`src/rtl/vector_mem_sequencer.sv`:
```
// Vector load/store sequencer: serialises a LANES-element access into per-element RAM cycles.
// Optional feature macro: VSEQ_STRIDE_EN (signed per-request stride; default build uses stride 1).
module vector_mem_sequencer #(
  parameter int LANES  = 16,
  parameter int ELEM_W = 16,
  parameter int ADDR_W = 19,
  parameter int RD_LAT = 1
) (
  input  logic                    clk,
  input  logic                    rst,
  // Handshake: a request is taken on a rising edge where req_valid_i && req_ready_o;
  // req_ready_o is high only while idle, and the requester holds the request until taken.
  input  logic                    req_valid_i,
  output logic                    req_ready_o,
  input  logic                    req_write_i,
  input  logic [ADDR_W-1:0]       req_base_i,
  input  logic [ADDR_W-1:0]       req_stride_i,
  input  logic [4:0]              req_rd_i,
  input  logic [LANES*ELEM_W-1:0] req_wdata_i,
  output logic [ADDR_W-1:0]       mem_addr_o,
  output logic [ELEM_W-1:0]       mem_wdata_o,
  output logic                    mem_wren_o,
  input  logic [ELEM_W-1:0]       mem_rdata_i,
  output logic                    resp_valid_o,
  output logic                    resp_write_o,
  output logic [4:0]              resp_rd_o,
  output logic [LANES*ELEM_W-1:0] resp_rdata_o,
  output logic [1:0]              dbg_state_o
);

  localparam int LW = (LANES > 1) ? $clog2(LANES) : 1;
  localparam logic [LW-1:0] LAST_LANE = LW'(LANES - 1);

  typedef enum logic [1:0] {
    S_IDLE  = 2'd0,
    S_ISSUE = 2'd1,
    S_DRAIN = 2'd2,
    S_DONE  = 2'd3
  } state_e;

  state_e                    state_q, state_d;
  logic                      write_q;
  logic [4:0]                rd_q;
  logic [LANES*ELEM_W-1:0]   wdata_q;
  logic [ADDR_W-1:0]         addr_q;
  logic [ADDR_W-1:0]         stride_w;
  logic [LW-1:0]             lane_q;
  logic                      pipe_vld_q  [RD_LAT];
  logic [LW-1:0]             pipe_lane_q [RD_LAT];
  logic [LANES*ELEM_W-1:0]   gather_q, gather_d;
  logic [LANES*ELEM_W-1:0]   resp_rdata_q;
  logic [LANES*ELEM_W-1:0]   wdata_sh;
  logic                      accept;
  logic                      tap_vld;
  logic [LW-1:0]             tap_lane;
  logic                      cap_last;

`ifdef VSEQ_STRIDE_EN
  logic [ADDR_W-1:0] stride_q;

  always_ff @(posedge clk) begin
    if (rst) begin
      stride_q <= '0;
    end else if (accept) begin
      stride_q <= req_stride_i;
    end
  end

  assign stride_w = stride_q;
`else
  logic unused_stride;

  assign unused_stride = ^req_stride_i;
  assign stride_w      = ADDR_W'(1);
`endif

  assign accept   = req_valid_i && (state_q == S_IDLE);
  assign tap_vld  = pipe_vld_q[RD_LAT-1];
  assign tap_lane = pipe_lane_q[RD_LAT-1];
  assign cap_last = tap_vld && (tap_lane == LAST_LANE);

  always_ff @(posedge clk) begin
    if (rst) begin
      state_q <= S_IDLE;
    end else begin
      state_q <= state_d;
    end
  end

  // The last load lane arrives RD_LAT cycles after issue, so DRAIN ends on its capture.
  always_comb begin
    state_d = state_q;
    case (state_q)
      S_IDLE:  if (accept) state_d = S_ISSUE;
      S_ISSUE: if (lane_q == LAST_LANE) state_d = write_q ? S_DONE : S_DRAIN;
      S_DRAIN: if (cap_last) state_d = S_DONE;
      S_DONE:  state_d = S_IDLE;
      default: state_d = S_IDLE;
    endcase
  end

  always_comb begin
    gather_d = gather_q;
    if (tap_vld) begin
      for (int k = 0; k < LANES; k++) begin
        if (tap_lane == LW'(k)) gather_d[k*ELEM_W +: ELEM_W] = mem_rdata_i;
      end
    end
  end

  always_ff @(posedge clk) begin
    if (rst) begin
      write_q      <= 1'b0;
      rd_q         <= '0;
      wdata_q      <= '0;
      addr_q       <= '0;
      lane_q       <= '0;
      gather_q     <= '0;
      resp_rdata_q <= '0;
      for (int k = 0; k < RD_LAT; k++) begin
        pipe_vld_q[k]  <= 1'b0;
        pipe_lane_q[k] <= '0;
      end
    end else begin
      if (accept) begin
        write_q <= req_write_i;
        rd_q    <= req_rd_i;
        wdata_q <= req_wdata_i;
        addr_q  <= req_base_i;
        lane_q  <= '0;
      end else if (state_q == S_ISSUE) begin
        addr_q <= addr_q + stride_w;
        lane_q <= lane_q + LW'(1);
      end
      // Lane tag travels alongside the RAM read so each word lands in its own slot.
      pipe_vld_q[0]  <= (state_q == S_ISSUE) && !write_q;
      pipe_lane_q[0] <= lane_q;
      for (int k = 1; k < RD_LAT; k++) begin
        pipe_vld_q[k]  <= pipe_vld_q[k-1];
        pipe_lane_q[k] <= pipe_lane_q[k-1];
      end
      gather_q <= gather_d;
      if (cap_last) resp_rdata_q <= gather_d;
    end
  end

  always_comb begin
    wdata_sh     = wdata_q >> (ELEM_W * lane_q);
    req_ready_o  = (state_q == S_IDLE);
    mem_wren_o   = (state_q == S_ISSUE) && write_q;
    mem_addr_o   = addr_q;
    mem_wdata_o  = mem_wren_o ? wdata_sh[ELEM_W-1:0] : '0;
    resp_valid_o = (state_q == S_DONE);
    resp_write_o = write_q;
    resp_rd_o    = rd_q;
    resp_rdata_o = resp_rdata_q;
    dbg_state_o  = state_q;
  end

endmodule
```
`config.mk`:
```
export PLATFORM = sky130hd
export DESIGN_NAME = vector_mem_sequencer
export DESIGN_NICKNAME = d
export VERILOG_FILES = /design/src/rtl/vector_mem_sequencer.sv
export SDC_FILE = /design/constraint.sdc
export NUM_CORES = 2
export LEC_CHECK = 0
export CORE_AREA = 2 2 241 243
export DETAILED_ROUTE_END_ITERATION = 7
export DIE_AREA = 0 0 243 245
export PLACE_DENSITY = 0.86
export REMOVE_ABC_BUFFERS = 1
export SKIP_CTS_REPAIR_TIMING = 1
export SYNTH_ARGS = -nofsm -noshare
export SYNTH_HDL_FRONTEND = slang
export SYNTH_SLANG_ARGS = --single-unit
```
`constraint.sdc`:
```
create_clock -name clk -period 5.2 [get_ports clk]
set_clock_uncertainty 0.15 [all_clocks]
set_input_delay 1.04 -clock clk [delete_from_list [all_inputs] [get_ports clk]]
set_output_delay 1.04 -clock clk [all_outputs]
set_load 0.1 [all_outputs]
```
==> metrics.md <==
| Metric | Value |
|---|---|
| Clk sink count | 788 |
| Minimum clock period | 4.450 ns |
| Power Dens Cells | 404.3 nW/µm² |
| Avg Inst Size Synth | 9.041 µm² |
| TritonRoute pass-1 iters | 5 |
| Row count | 88 |
| # nets final | 4012 |
| Antenna violations before repair | 16 |
| Share of layout cells above drive strength 1 | 0.05743 |
| Post-synth EDFFs | 0 |
| Clock network power share | 0.373 |
| Commonest non-fill, non-tap cell in the layout | dfxtp_1 |
| Sw Pwr | 4.686 mW |
| Cells along the critical path | and2_1 -> a22oi_1 -> nand2_1 -> o21ai_0 -> buf_4 |
| Die area | 59540 µm² |
| Largest net degree at the start of global routing | 281 |
| Dpl hpwl | 57900 µm |
| Tot GR Track Use | 0.2905 |
| Overflow after GRT | 0 |
| Setup crit start kind | flop |
| Clk slew on worst S/H paths | 0.06 ns |
| Hold Crit Class | flop to flop |
| CP peak stage delay | 0.93 ns |
| Register area | 15780 µm² |
| Setup violators final | 0 |
| Register area share after synthesis | 0.5375 |
| Crit Path Max Fanout | 18 |
| Number of DRC markers in iteration 0 | 2096 |
| Fmax | 224.7 MHz |
| Number of vias per cell | 5.579 |
| Number of global-route vias before repair | 24320 |
| Worst-margin pin slew | 1.297 ns |
| Fin. max-slew vios | 0 |
| Filler instances | 4312 |
| DIE HEIGHT | 245 µm |
| Count of final hold-check violations | 0 |
| First-pass GRT wire length | 136100 µm |
| Post-Syn Instances | 3246 |
| Pre-CTS setup slack | 1.512 ns |
| RSZ-0062 raised after global routing | no |
| CP max-delay cell | dfxtp_1 |
| Synth warn | 0 |
| Kind of cell adding the most delay to the critical path | simple AND/OR/NAND/NOR gates |
| IO Count | 621 |
| Via Count | 25240 |
| Reg power frac | 0.441 |
| Final antenna-violating net count | 0 |
| Critical Path End Type | output pin |
| Synth Flop Type | dfxtp_1 |
| Worst EP arrival | 3.26 ns |
| Crit Path Category | flop to output pin |
| Root Driver | clkbuf_16 |
| Multi-input logic area | 12500 µm² |
| Initial Utilization | 0.5145 |
| Num CTS Buffers | 79 |
| Core area | 57030 µm² |
| Longest Clk Path Bufs | 3 |
| Routed wire length | 89860 µm |
| I/O Buffers | 601 |
| Cell-internal power | 10.82 mW |
| Clock latency on the worst-skew pair | 0.63 ns |
| Ys async rst share | 0 |
| CTS tree | yes |
| Setup WS post-layout | 0.7505 ns |
| DR WL/cell | 19.86 µm |
| Die X | 243 µm |
| Most frequent cells in the layout | dfxtp_1, nand2_1, clkdlybuf4s50_1 |
| Critical path buffers and inverters | 1 |
| Slew margin rel. | 0.1327 |
| Static Leakage | 13.73 nW |
| Distinct cells, synth | 40 |
| Combinational group share of total power | 0.186 |
| Placer Congestion | 0.8890 |
| Final worst path period share | 0.8557 |
| Final Power | 15.51 mW |
| Data required, critical path | 4.01 ns |
| H-tree Lvls | 3 |
| Synthesis-stage register bit count | 788 |
| Core Util, Final | 0.6725 |
| Sw frac | 0.3022 |
| Maxcap violations | 0 |
| Layout area overhead | 30.71% |
| # DRC | 0 |
| Worst VDD drop | 0.3790 mV |
| Status | finished clean |
| Mapped Area | 29350 µm² |
## power by group through the flow
stage	logic (mW)	registers [mW]	clock network, mW
after floorplan	1.61	7.31	0
after global placement	2.79	6.93	0
after detailed placement	2.85	6.95	0
after CTS	2.87	6.83	5.84
after global routing	3.12	6.88	6.09
final	2.89	6.84	5.78
## per-layer routing
| layer | track usage | share of wire |
|---|---|---|
| met5 | 0 | 0 |
| met3 | 0.05948 | 0.070 |
| met2 | 0.4783 | 0.47 |
| met4 | 0.1821 | 0.065 |
| met1 | 0.3491 | 0.39 |
## tightest hold or removal path: cells and delay by family, from the launching register on
| family | cells | cell delay [ns] |
|---|---|---|
| flip-flops | 1 | 0.31 |
| AND/OR/NAND/NOR | 1 | 0.05 |
| AO/OA/AOI/OAI | 1 | 0.05 |
## registers in the layout, indices dropped and copies added, names as in the netlist
name / flops
pipe_vld_q: 1
gather_q: 240
resp_write_o: 1
resp_rdata_o: 256
lane_q: 4
dbg_state_o: 2
pipe_lane_q: 4
resp_rd_o: 5
wdata_q: 256
mem_addr_o: 19
## layout make-up
cell class	count	share of cell area
Sequential cell	788	0.4115
Multi-Input combinational cell	2173	0.3258
Timing Repair Buffer	638	0.1660
Clock buffer	113	0.06064
Tap cell	765	0.02495
Clock inverter	26	0.009460
Antenna cell	16	0.001044
Inverter	6	0.0005871
## logic make-up after synthesis
| kind of cell | after synthesis | share of synthesized area |
|---|---|---|
| flip-flops | 788 | 0.5375 |
| multiplexers | 354 | 0.1280 |
| AO/OA/AOI/OAI | 624 | 0.1323 |
| buffers and inverters | 285 | 0.03795 |
| XOR/XNOR | 15 | 0.004477 |
| adder cells (fa/ha/maj) | 7 | 0.002984 |
| AND/OR/NAND/NOR | 1173 | 0.1567 |
## Yosys cell counts (all sizes together), types with 8 or more instances
library cell,number,area [µm²]
dfxtp,788,15780
nand2,585,2196
nor2,501,1881
mux2i,336,3363
a21oi,286,1431
a211oi,246,1847
clkbuf,232,870.8
a22oi,47,352.8
buf,47,220.2
o21ai,34,170.2
nand2b,22,137.6
nand3,22,110.1
mux4,17,382.9
nor2b,9,56.30
xnor2,9,78.83
nor3,8,40.04
## final timing paths
path	start	end	slack (ns)	depth (start not counted)
worst max-delay path	lane_q[2]	mem_wdata_o[7]	0.75	5
worst min-delay path	wdata_q[218]	wdata_q[218]	0.30	2
worst max register to register	pipe_vld_q[0]	resp_rdata_o[83]	2.48	4
worst min register to register	wdata_q[218]	wdata_q[218]	0.30	2
## stage by stage
step | TNS (ns) | area [µm²] | std cells | hold slack (ns)
floorplan | -3568.77 | 28260 | 2967 | 0.2771
detailed placement | 0 | 35630 | 4370 | 0.2953
CTS | 0 | 38320 | 4509 | 0.3035
finish | 0 | 38360 | 4525 | 0.3029
global placement | 0 | 35630 | 4370 | 0.2894
global route | 0 | 38360 | 4525 | 0.3152
Note: power is estimated with default switching activity, not from simulation.
